===== src/rtl/vga_box_gen_if.sv =====
// ---------------------------------------------------------------------------
// vga_box_gen_if
//   Pixel-stream bundle between a VGA sync counter and the box generator.
//   Timing side (driven by the sync counter / master):
//     p_tick    pixel enable, one clk wide, every second cycle
//     video_on  high while (pixel_x, pixel_y) is in the visible area
//     hsync_in  horizontal sync from the counter
//     vsync_in  vertical sync from the counter
//     pixel_x   current column, 0..799
//     pixel_y   current line, 0..524
//   Connector side (driven by the box generator / slave):
//     hsync     hsync_in delayed two pixel ticks
//     vsync     vsync_in delayed two pixel ticks
//     rgb       4:4:4 colour, [11:8] R, [7:4] G, [3:0] B
// ---------------------------------------------------------------------------
interface vga_box_gen_if;
  logic        p_tick;
  logic        video_on;
  logic        hsync_in;
  logic        vsync_in;
  logic [9:0]  pixel_x;
  logic [9:0]  pixel_y;
  logic        hsync;
  logic        vsync;
  logic [11:0] rgb;

  modport master (
    output p_tick, video_on, hsync_in, vsync_in, pixel_x, pixel_y,
    input  hsync, vsync, rgb
  );

  modport slave (
    input  p_tick, video_on, hsync_in, vsync_in, pixel_x, pixel_y,
    output hsync, vsync, rgb
  );
endinterface


===== src/rtl/vga_box_gen.sv =====
// ---------------------------------------------------------------------------
// vga_box_gen
//   Draws a square box that bounces around the visible area. The box moves
//   once per frame, at the start of vertical blanking, so a frame never tears.
//   Colour and sync go through a two-stage pipeline clocked on p_tick, which
//   keeps rgb aligned with hsync/vsync at the connector.
//
// Ports
//   clk         system clock, shared with the sync counter
//   rst         asynchronous, active-low reset
//   sw[2:0]     box colour R,G,B (each bit drives a full 4-bit channel)
//   sw[5:3]     speed, 0..7 pixels per frame
//   sw[6]       pause (no movement, no frame_tick)
//   sw[7]       grey background enable
//   frame_tick  one-clk pulse when the box position updates
//   vga         pixel-stream bundle (slave side), see vga_box_gen_if
//
// Build option
//   VGA_BOX_BORDER_EN  when defined, box perimeter pixels render white and
//                      the interior renders the switch colour. When not
//                      defined the whole box renders the switch colour.
// ---------------------------------------------------------------------------
module vga_box_gen #(
  parameter int HD       = 640,
  parameter int VD       = 480,
  parameter int BOX_SIZE = 32
) (
  input  logic         clk,
  input  logic         rst,
  input  logic [7:0]   sw,
  output logic         frame_tick,
  vga_box_gen_if.slave vga
);

  // All position arithmetic is 11 bits wide so sums never wrap.
  localparam logic [10:0] BOX   = 11'(BOX_SIZE);
  localparam logic [10:0] X_MAX = 11'(HD - BOX_SIZE);
  localparam logic [10:0] Y_MAX = 11'(VD - BOX_SIZE);

  typedef struct packed {
    logic [9:0] pos;
    logic       dir;  // 1 = moving +, 0 = moving -
  } axis_t;

  // One axis step: clamp at the far edge or at zero and reverse there.
  // Landing exactly on an edge keeps the direction; the flip happens on the
  // following step when the move would overshoot.
  function automatic axis_t step_axis(input logic [9:0]  pos,
                                      input logic        dir,
                                      input logic [2:0]  spd,
                                      input logic [10:0] max);
    axis_t       res;
    logic [10:0] sum;
    sum     = {1'b0, pos} + {8'd0, spd};
    res.pos = pos;
    res.dir = dir;
    if (dir) begin
      if (sum > max) begin
        res.pos = max[9:0];
        res.dir = 1'b0;
      end else begin
        res.pos = sum[9:0];
      end
    end else begin
      if ({7'd0, spd} > pos) begin
        res.pos = '0;
        res.dir = 1'b1;
      end else begin
        res.pos = pos - {7'd0, spd};
      end
    end
    return res;
  endfunction

  // -------------------------------------------------------------------------
  // Box motion
  // -------------------------------------------------------------------------
  logic [9:0] box_x;
  logic [9:0] box_y;
  logic       dir_x;
  logic       dir_y;
  logic       upd;
  axis_t      next_x;
  axis_t      next_y;

  // First pixel of the first blanking line: once per frame.
  assign upd = vga.p_tick && (vga.pixel_x == 10'd0) && (vga.pixel_y == 10'(VD));

  always_comb begin
    next_x = step_axis(box_x, dir_x, sw[5:3], X_MAX);
    next_y = step_axis(box_y, dir_y, sw[5:3], Y_MAX);
  end

  // NOTE: state registers use non-blocking assignments so every flop samples
  // the pre-edge value of its neighbours; blocking here would make the result
  // depend on statement order.
  always_ff @(posedge clk or negedge rst) begin
    if (!rst) begin
      box_x      <= '0;
      box_y      <= '0;
      dir_x      <= 1'b1;
      dir_y      <= 1'b1;
      frame_tick <= 1'b0;
    end else begin
      frame_tick <= 1'b0;
      if (upd && !sw[6]) begin
        frame_tick <= 1'b1;
        box_x      <= next_x.pos;
        dir_x      <= next_x.dir;
        box_y      <= next_y.pos;
        dir_y      <= next_y.dir;
      end
    end
  end

  // -------------------------------------------------------------------------
  // Stage 1: hit test and sideband capture
  // -------------------------------------------------------------------------
  logic [10:0] px;
  logic [10:0] py;
  logic [10:0] bx;
  logic [10:0] by;
  logic        in_box;

  assign px = {1'b0, vga.pixel_x};
  assign py = {1'b0, vga.pixel_y};
  assign bx = {1'b0, box_x};
  assign by = {1'b0, box_y};

  assign in_box = vga.video_on &&
                  (px >= bx) && (px < bx + BOX) &&
                  (py >= by) && (py < by + BOX);

  logic       hit_q;
  logic       vis_q;
  logic       hs_q;
  logic       vs_q;
  logic [2:0] col_q;
  logic       bg_q;

  always_ff @(posedge clk or negedge rst) begin
    if (!rst) begin
      hit_q <= 1'b0;
      vis_q <= 1'b0;
      hs_q  <= 1'b0;
      vs_q  <= 1'b0;
      col_q <= '0;
      bg_q  <= 1'b0;
    end else if (vga.p_tick) begin
      hit_q <= in_box;
      vis_q <= vga.video_on;
      hs_q  <= vga.hsync_in;
      vs_q  <= vga.vsync_in;
      col_q <= sw[2:0];
      bg_q  <= sw[7];
    end
  end

`ifdef VGA_BOX_BORDER_EN
  logic on_perim;
  logic perim_q;

  assign on_perim = in_box &&
                    ((px == bx) || (px == bx + BOX - 11'd1) ||
                     (py == by) || (py == by + BOX - 11'd1));

  always_ff @(posedge clk or negedge rst) begin
    if (!rst) begin
      perim_q <= 1'b0;
    end else if (vga.p_tick) begin
      perim_q <= on_perim;
    end
  end
`endif

  // -------------------------------------------------------------------------
  // Stage 2: colour select and output registers
  // -------------------------------------------------------------------------
  logic [11:0] box_rgb;
  logic [11:0] rgb_d;

  assign box_rgb = {{4{col_q[2]}}, {4{col_q[1]}}, {4{col_q[0]}}};

  // NOTE: rgb_d gets a default before any branch so no path leaves it
  // unassigned, which would otherwise infer a latch.
  always_comb begin
    rgb_d = 12'h000;
    if (hit_q) begin
`ifdef VGA_BOX_BORDER_EN
      rgb_d = perim_q ? 12'hFFF : box_rgb;
`else
      rgb_d = box_rgb;
`endif
    end else if (vis_q && bg_q) begin
      rgb_d = 12'h888;
    end
  end

  always_ff @(posedge clk or negedge rst) begin
    if (!rst) begin
      vga.rgb   <= '0;
      vga.hsync <= 1'b0;
      vga.vsync <= 1'b0;
    end else if (vga.p_tick) begin
      vga.rgb   <= rgb_d;
      vga.hsync <= hs_q;
      vga.vsync <= vs_q;
    end
  end

endmodule


===== src/flat_wrapper.sv =====
// flat-port wrapper written by rule: the top's interface ports become plain ports
module vga_box_gen_flat 
#(
  parameter int HD       = 640,
  parameter int VD       = 480,
  parameter int BOX_SIZE = 32
)
  (clk, rst, sw, frame_tick, vga_p_tick, vga_video_on, vga_hsync_in, vga_vsync_in, vga_pixel_x, vga_pixel_y, vga_hsync, vga_vsync, vga_rgb);
  vga_box_gen_if vga_i ();
  input  logic clk;
  input  logic rst;
  input  logic [7:0] sw;
  output logic frame_tick;
  input wire logic [$bits(vga_i.p_tick)-1:0] vga_p_tick;
  input wire logic [$bits(vga_i.video_on)-1:0] vga_video_on;
  input wire logic [$bits(vga_i.hsync_in)-1:0] vga_hsync_in;
  input wire logic [$bits(vga_i.vsync_in)-1:0] vga_vsync_in;
  input wire logic [$bits(vga_i.pixel_x)-1:0] vga_pixel_x;
  input wire logic [$bits(vga_i.pixel_y)-1:0] vga_pixel_y;
  output wire logic [$bits(vga_i.hsync)-1:0] vga_hsync;
  output wire logic [$bits(vga_i.vsync)-1:0] vga_vsync;
  output wire logic [$bits(vga_i.rgb)-1:0] vga_rgb;
  assign vga_i.p_tick = vga_p_tick;
  assign vga_i.video_on = vga_video_on;
  assign vga_i.hsync_in = vga_hsync_in;
  assign vga_i.vsync_in = vga_vsync_in;
  assign vga_i.pixel_x = vga_pixel_x;
  assign vga_i.pixel_y = vga_pixel_y;
  assign vga_hsync = vga_i.hsync;
  assign vga_vsync = vga_i.vsync;
  assign vga_rgb = vga_i.rgb;
  vga_box_gen #(.HD(HD), .VD(VD), .BOX_SIZE(BOX_SIZE)) u_core (.clk(clk), .rst(rst), .sw(sw), .frame_tick(frame_tick), .vga(vga_i));
endmodule

===== config.mk =====
export PLATFORM = sky130hd
export DESIGN_NAME = vga_box_gen_flat
export DESIGN_NICKNAME = d
export VERILOG_FILES = /design/src/rtl/vga_box_gen_if.sv /design/src/rtl/vga_box_gen.sv /design/src/flat_wrapper.sv
export SDC_FILE = /design/constraint.sdc
export NUM_CORES = 1
export LEC_CHECK = 0
export BUFFER_PORTS_ARGS = -buffer_cell sky130_fd_sc_hd__buf_2
export CAP_MARGIN = 15
export CORE_MARGIN = 4
export CORE_UTILIZATION = 59
export DETAILED_ROUTE_END_ITERATION = 6
export GPL_ROUTABILITY_DRIVEN = 0
export PLACE_DENSITY = 0.81
export SYNTH_ARGS = -nofsm -noshare
export SYNTH_HDL_FRONTEND = slang
export SYNTH_SLANG_ARGS = --single-unit

===== constraint.sdc =====
create_clock -name clk -period 2.9 [get_ports clk]
set_input_delay 0.58 -clock clk [delete_from_list [all_inputs] [get_ports clk]]
set_output_delay 0.58 -clock clk [all_outputs]
set_load 0.05 [all_outputs]

# Yosys cells after proc, flatten, opt, wreduce, memory -nomap -nowiden
# Index checks and enable logic that the tools add are counted.
[totals]
out_inout_bits = 15
regBits = 45
inputBits = 34
word_cells = 52
[classes]
muxes = 13
reduce_logical = 10
addsub = 6
n_lt_le_gt_ge = 8
eq_ne = 1
[ops]
columns = ["operator", "n"]
rows = [
  ["$mux W10", 4],
  ["$mux W12", 2],
  ["$add A10 B3 Y11", 2],
  ["$add A10 B6 Y11 const B", 2],
  ["$lt A10 B11 Y1", 2],
  ["$mux W11", 2],
  ["$ge A10 B10 Y1", 2],
  ["$gt A3 B10 Y1", 2],
  ["$sub A10 B3 Y10", 2],
  ["$gt A11 B10 Y1 const B", 1],
  ["$gt A11 B9 Y1 const B", 1],
  ["$eq A10 B9 Y1 const B", 1],
  ["$logic_not A10 Y1", 1],
  ["$logic_and A1 B1 Y1", 8],
  ["$mux W1", 5],
  ["$logic_not A1 Y1", 1],
]

# Logic depth before layout (Yosys ltp)
[depth]
depth_word = 5
ltp_mapped = 11
mapped_depth_nobuf = 10

# Worst setup path before layout
# Ideal clock, no wire load.
[synth_path]
kind = "input to register"
startpoint = "input sw[3]"
endpoint = "register u_core.box_x[5]"
setup_ns = 0.121
path_buffers = 0
stages = 9
required_ns = 2.779
setup_slack_ns = 0.022
arrival_ns = 2.757
path_cell_list = "ha_1 fa_1 nand2b_1 a2111o_1 o2bb2ai_1 nor4_4 o32ai_4 a21oi_1 o22a_1"
[synth_between]
elab_chain_cells = 4
elab_cells_between_ends = 7
cone_classes = "add/sub: 2; order compare: 2; mux: 3"
[synth_lines]
columns = ["item", "line", "rtl"]
rows = [
  ["from (decl)", "flat_wrapper.sv:12", "input logic [7:0] sw;"],
  ["$add A10 B3 Y11", "vga_box_gen.sv:54", "sum = {1'b0, pos} + {8'd0, spd};"],
  ["$gt A11 B10 Y1", "vga_box_gen.sv:58", "if (sum > max) begin"],
  ["$mux W10", "vga_box_gen.sv:58", ""],
  ["$mux W11 (*)", "vga_box_gen.sv:57", "if (dir) begin"],
  ["to (signal assigned)", "vga_box_gen.sv:108", "box_x <= next_x.pos;"],
  ["to (decl)", "vga_box_gen.sv:78", "logic [9:0] box_x;"],
]
# Every way passes the cells marked *; elsewhere a longest branch is shown, timed or not.
# A chain may end at the register's enable or synchronous reset.

# Worst setup path after layout
[layout_path]
startpoint = "input sw[3]"
endpoint = "register u_core.box_y[3]"
[layout_between]
elab_chain_cells = 4
elab_cells_between_ends = 7
cone_classes = "add/sub: 2; order compare: 2; mux: 3"
[layout_lines]
columns = ["item", "line", "rtl"]
rows = [
  ["$add A10 B3 Y11", "vga_box_gen.sv:54", ""],
  ["$gt A11 B9 Y1", "vga_box_gen.sv:58", ""],
  ["$mux W10", "vga_box_gen.sv:58", ""],
  ["$mux W11 (*)", "vga_box_gen.sv:57", ""],
  ["to (signal assigned)", "vga_box_gen.sv:110", "box_y <= next_y.pos;"],
  ["to (decl)", "vga_box_gen.sv:79", "logic [9:0] box_y;"],
]
# Marked as above.

==> flow_summary.html <==
<table>
<tr><th>Metric</th><th>Value</th></tr>
<tr><th colspan="2">Pwr</th></tr>
<tr><td>Power density cells</td><td>slightly below 300 nW/um2</td></tr>
<tr><td>Leakage power total</td><td>roughly 2.0 nW</td></tr>
<tr><td>Maximum vdd ir drop</td><td>0.2742 mV</td></tr>
<tr><th colspan="2">Yosys</th></tr>
<tr><td>Number of unique standard cell types used by synthesis</td><td>between 70 and 80</td></tr>
<tr><td>Largest family of logic cells by synthesized area</td><td>compound AO/OA/AOI/OAI gates</td></tr>
<tr><td>Biggest area contributors in the synthesized netlist</td><td>sky130_fd_sc_hd__dfrtp_1 24%, sky130_fd_sc_hd__ha_1 15%, sky130_fd_sc_hd__a21oi_1 4.0%, sky130_fd_sc_hd__o21ai_0 4.0%, sky130_fd_sc_hd__inv_1 3.8%</td></tr>
<tr><td>Number of enable flip-flop cells after synthesis</td><td>0</td></tr>
<tr><td>Dominant synthesized flop cell</td><td>sky130_fd_sc_hd__dfrtp_1</td></tr>
<tr><td>Leading area contributor after synthesis</td><td>sky130_fd_sc_hd__dfrtp_1</td></tr>
<tr><td>Area share of fa/ha/maj cells after synthesis</td><td>0.1692</td></tr>
<tr><td>Yosys warnings</td><td>0</td></tr>
<tr><td>Sequential cell area fraction in the yosys report</td><td>0.2525</td></tr>
<tr><td>Syn Inst Count</td><td>approximately 450</td></tr>
<tr><td>Area fraction of the dominant cell type after synthesis</td><td>0.2389</td></tr>
<tr><td>Flip-flop and latch count after synthesis</td><td>39</td></tr>
<tr><td>Simple-gate portion of the synthesized area</td><td>0.2060</td></tr>
<tr><td>Synthesized-area fraction occupied by xor and xnor cells</td><td>0.02486</td></tr>
<tr><td>Number of nets in the synthesized netlist</td><td>~540</td></tr>
<tr><td>Proportion of synthesized flip-flops having asynchronous set or reset</td><td>1.000</td></tr>
<tr><td>Mean instance size in the synthesized netlist</td><td>roughly 8.6 um2</td></tr>
<tr><td>Share of cell area taken by muxes after synthesis</td><td>0.03164</td></tr>
<tr><td>Netlist Area Pre-Place</td><td>a little under 4000 um2</td></tr>
<tr><td>Synthesized-area fraction occupied by ao, oa, aoi and oai cells</td><td>0.2428</td></tr>
<tr><th colspan="2">Timing</th></tr>
<tr><td>Final critical-path required period</td><td>around 2.8 ns</td></tr>
<tr><td>Final-report max-slew violation count</td><td>0</td></tr>
<tr><td>Maximum clock frequency</td><td>359.6 MHz</td></tr>
<tr><td>Fin. Hold Viols</td><td>0</td></tr>
<tr><td>Final setup violation count</td><td>0</td></tr>
<tr><td>Slew @ Worst Pin</td><td>about 0.94 ns</td></tr>
<tr><td>Headroom to the max-slew limit</td><td>0.3745</td></tr>
<tr><td>Setup ws final</td><td>about 0.12 ns</td></tr>
<tr><td>Fin crit share</td><td>0.9589</td></tr>
<tr><td>Setup repair after global routing missed its margin</td><td>false</td></tr>
<tr><td>Clock skew after layout</td><td>about 0.0057 ns</td></tr>
<tr><th colspan="2">Cells and area</th></tr>
<tr><td>Fraction of layout cells with a size suffix above 1</td><td>0.2424</td></tr>
<tr><td>Antenna Diode Count</td><td>0</td></tr>
<tr><td>Area growth from synthesis to final layout</td><td>16.56%</td></tr>
<tr><td>Most frequent cells in the layout</td><td>48 x sky130_fd_sc_hd__buf_2, 46 x sky130_fd_sc_hd__ha_1, 42 x sky130_fd_sc_hd__buf_4, 39 x sky130_fd_sc_hd__inv_1, 37 x sky130_fd_sc_hd__dfrtp_1</td></tr>
<tr><td>Filler-free cell count of the finished design</td><td>between 600 and 700</td></tr>
<tr><td>Most frequent standard cell in the layout excluding fill and tap cells</td><td>sky130_fd_sc_hd__buf_2</td></tr>
<tr><td>Final net count</td><td>approximately 610</td></tr>
<tr><th colspan="2">Setup path</th></tr>
<tr><td>Largest fanout on the critical path</td><td>8</td></tr>
<tr><td>Required time worst endpoint</td><td>around 3.1 ns</td></tr>
<tr><td>Crit Path Category</td><td>in2reg</td></tr>
<tr><td>Logic depth of the worst register-to-register path</td><td>10</td></tr>
<tr><td>Largest stage delay on the critical path</td><td>between 0.3 and 0.4 ns</td></tr>
<tr><td>Number of cells on the critical path</td><td>11</td></tr>
<tr><td>Critical path buffers and inverters</td><td>2</td></tr>
<tr><td>Crit path capture type</td><td>flop</td></tr>
<tr><td>End point of the critical path</td><td>u_core.box_y[3]</td></tr>
<tr><td>Worst r2r src</td><td>u_core.box_x[0]</td></tr>
<tr><td>Slowest stage cell on the critical path</td><td>sky130_fd_sc_hd__fa_1</td></tr>
<tr><td>Critical Path, Cell by Cell</td><td>buf_2, buf_4, ha_1, fa_1, nor2b_1, o211ai_1, xnor2_1, or3_4, o211ai_4, o22ai_1, a22o_1</td></tr>
<tr><td>Arrival time of data at the critical path endpoint</td><td>just under 3 ns</td></tr>
<tr><td>Flop2flop setup slack</td><td>~0.14 ns</td></tr>
<tr><td>Crit path max-delay family</td><td>compound AO/OA/AOI/OAI gates</td></tr>
<tr><td>Crit start category</td><td>input port</td></tr>
<tr><td>Endpoint of the lowest-slack register-to-register path</td><td>u_core.box_x[5]</td></tr>
<tr><td>Startpoint of the most critical setup path</td><td>sw[3]</td></tr>
<tr><th colspan="2">Global routing</th></tr>
<tr><td>Global-route wire length before repair</td><td>around 16000 um</td></tr>
<tr><td>Largest net degree at the start of global routing</td><td>40</td></tr>
<tr><td>Global route overflow</td><td>0</td></tr>
<tr><td>Number of global-route vias before repair</td><td>about 3400</td></tr>
<tr><td>Number of antenna violations at the first check in global routing</td><td>0</td></tr>
<tr><td>GRT Overall Usage</td><td>0.2539</td></tr>
<tr><th colspan="2">Flow run</th></tr>
<tr><td>Number of max-cap violations</td><td>0</td></tr>
<tr><th colspan="2">Routing</th></tr>
<tr><td>Post-detailed-route count of antenna-violating nets</td><td>0</td></tr>
<tr><td>Final routed wirelength across all metal layers</td><td>9768 um</td></tr>
<tr><td>Router iterations before antenna repair</td><td>6</td></tr>
<tr><td>Detailed Route Iter0 Violations</td><td>about 310</td></tr>
<tr><td>Total number of vias</td><td>~3700</td></tr>
<tr><td>Routed wirelength normalized by instance count</td><td>roughly 16 um</td></tr>
<tr><td>DRC violations left</td><td>0</td></tr>
<tr><td>Via density per instance</td><td>approximately 6</td></tr>
<tr><th colspan="2">Floorplan</th></tr>
<tr><td>Count of pins on the block boundary</td><td>49</td></tr>
<tr><td>Die footprint</td><td>a little under 8000 um2</td></tr>
<tr><td>Horizontal extent of the die</td><td>~89 um</td></tr>
<tr><td>Effective utilization at floorplan</td><td>0.6102</td></tr>
<tr><td>Core Footprint</td><td>6350 um2</td></tr>
<tr><td>Number of rows in the core area</td><td>29</td></tr>
<tr><td>Die height</td><td>a little under 90 um</td></tr>
<tr><th colspan="2">Placed design</th></tr>
<tr><td>Count of buffers from port buffering</td><td>48</td></tr>
<tr><td>Number of placed instances with taps included</td><td>roughly 600</td></tr>
<tr><td>Final HPWL DP</td><td>7810 um</td></tr>
<tr><td>Placement-stage worst setup slack</td><td>-0.2688 ns</td></tr>
<tr><th colspan="2">Clock network</th></tr>
<tr><td>Clock-pin slew reported for the worst setup and hold paths after clock tree synthesis</td><td>about 0.08 ns</td></tr>
<tr><td>Clock buffers created by TritonCTS</td><td>5</td></tr>
<tr><td>Later-pin clock latency in the skew report</td><td>approximately 0.29 ns</td></tr>
<tr><td>Root buffer selected by CTS</td><td>sky130_fd_sc_hd__clkbuf_8</td></tr>
<tr><td>Number of levels in the clock H-tree</td><td>2</td></tr>
<tr><td>Total of hold buffers inserted after clock tree synthesis</td><td>0</td></tr>
<tr><td>TritonCTS clock tree</td><td>built</td></tr>
<tr><td>CTS max path bufs</td><td>2</td></tr>
<tr><td>Clock sink count</td><td>39</td></tr>
<tr><th colspan="2">Worst hold path</th></tr>
<tr><td>Class of the tightest hold or removal check</td><td>in2async</td></tr>
<tr><th colspan="2">Outcome</th></tr>
<tr><td>Status</td><td>completed</td></tr>
</table>
## routing by layer
| metal | up-vias | GRT usage | wire, um |
|---|---|---|---|
| li1 | 1796 | - | - |
| met1 | 1738 | 0.3423 | 4279 |
| met2 | 155 | 0.4339 | 4605 |
| met3 | 15 | 0.03318 | 745 |
| met4 | 0 | 0.06089 | 138 |
| met5 | - | 0 | 0 |
## cell families (layout without fill, tap and decap cells)
logic type | Yosys count | after routing
XOR/XNOR | 11 | 11
AND/OR/NAND/NOR | 143 | 143
adder cells (fa/ha/maj) | 50 | 50
multiplexers | 11 | 11
buffers and inverters | 65 | 137
flip-flops | 39 | 39
AO/OA/AOI/OAI | 133 | 133
## Yosys cell counts (4+ instances only)
cell type                  instances
sky130_fd_sc_hd__nor2_1           26
sky130_fd_sc_hd__clkbuf_1         10
sky130_fd_sc_hd__nand3_1          20
sky130_fd_sc_hd__xnor2_1          10
sky130_fd_sc_hd__ha_1             46
sky130_fd_sc_hd__o21ai_0          31
sky130_fd_sc_hd__or3_1             4
sky130_fd_sc_hd__fa_1              4
sky130_fd_sc_hd__nand2b_1         14
sky130_fd_sc_hd__nor3_1           15
sky130_fd_sc_hd__o21a_1            6
sky130_fd_sc_hd__a31oi_1           5
sky130_fd_sc_hd__inv_1            39
sky130_fd_sc_hd__nor4_1            5
sky130_fd_sc_hd__and2_1            4
sky130_fd_sc_hd__nand2_1          21
sky130_fd_sc_hd__nor2b_1           9
sky130_fd_sc_hd__a21oi_1          31
sky130_fd_sc_hd__mux2_2           10
sky130_fd_sc_hd__buf_4             8
sky130_fd_sc_hd__o211ai_1          6
sky130_fd_sc_hd__dfrtp_1          37
sky130_fd_sc_hd__a21o_1            5
sky130_fd_sc_hd__buf_2             6
sky130_fd_sc_hd__a211oi_1          7
## final cells by class
cell class / instances / area (um2)
multi-input combinational: 348 / 2628
fill: 478 / 1833
sequential: 39 / 978.4
timing repair buffer: 90 / 555.5
inverter: 39 / 146.4
tap: 77 / 96.34
clock buffer: 5 / 68.82
clock inverter: 3 / 43.79
## registers in the layout, summed over array words and instances (netlist names)
register	flops
u_core.hit_q	1
u_core.col_q	3
u_core.box_y	10
u_core.dir_x	1
u_core.bg_q	1
u_core.vs_q	1
u_core.hs_q	1
u_core.vis_q	1
u_core.vga.vsync	1
u_core.frame_tick	1
u_core.box_x	10
u_core.dir_y	1
u_core.vga.rgb	6
u_core.vga.hsync	1
## metrics by stage
| step | util | hold WS (ns) | power [mW] | TNS [ns] | instance area, um2 |
|---|---|---|---|---|---|
| 3_5_place_dp | 0.6867 | 0.4907 | 0.8571 | -2.745 | 4360 |
| 4_1_cts | 0.7044 | 0.4477 | 1.320 | 0 | 4473 |
| 3_3_place_gp | 0.6867 | 0.4826 | 0.8432 | -1.788 | 4360 |
| 2_1_floorplan | - | 0.2844 | 0.7519 | 0 | 3875 |
| 5_1_grt | 0.7113 | 0.4989 | 1.379 | 0 | 4517 |
| 6_report | 0.7113 | 0.4299 | 1.310 | 0 | 4517 |
## worst min path at each step
stage                             endpoint              from  slack (ns)
after global routing       u_core.box_y[9]               rst        0.50
after global placement    u_core.vga.vsync       u_core.vs_q        0.48
after detailed placement  u_core.vga.vsync  u_core.vga.vsync        0.49
after floorplan                u_core.bg_q               rst        0.28
final                      u_core.box_y[9]               rst        0.43
after CTS                  u_core.box_y[3]               rst        0.45
## power by group
group          internal [mW]  switching [mW]
clock network          0.256           0.206
logic                  0.109           0.163
registers              0.564          0.0122
## timing repair
action,CTS,global route
gates resized for setup,0,2
buffers inserted,0,4
endpoints found under the setup margin,0,10
## worst register-to-register path: stages, from the launching register on
cell and delay [ns]:
sky130_fd_sc_hd__dfrtp_1 0.39, sky130_fd_sc_hd__ha_1 0.21, sky130_fd_sc_hd__fa_1 0.38, sky130_fd_sc_hd__nand2b_1 0.18, sky130_fd_sc_hd__a2111o_1 0.42, sky130_fd_sc_hd__o2bb2ai_1 0.25, sky130_fd_sc_hd__nor4_4 0.09, sky130_fd_sc_hd__o32ai_4 0.30
sky130_fd_sc_hd__buf_4 0.19, sky130_fd_sc_hd__a21oi_1 0.06, sky130_fd_sc_hd__o22a_1 0.19
No activity file was read; power rests on OpenSTA's default activity.
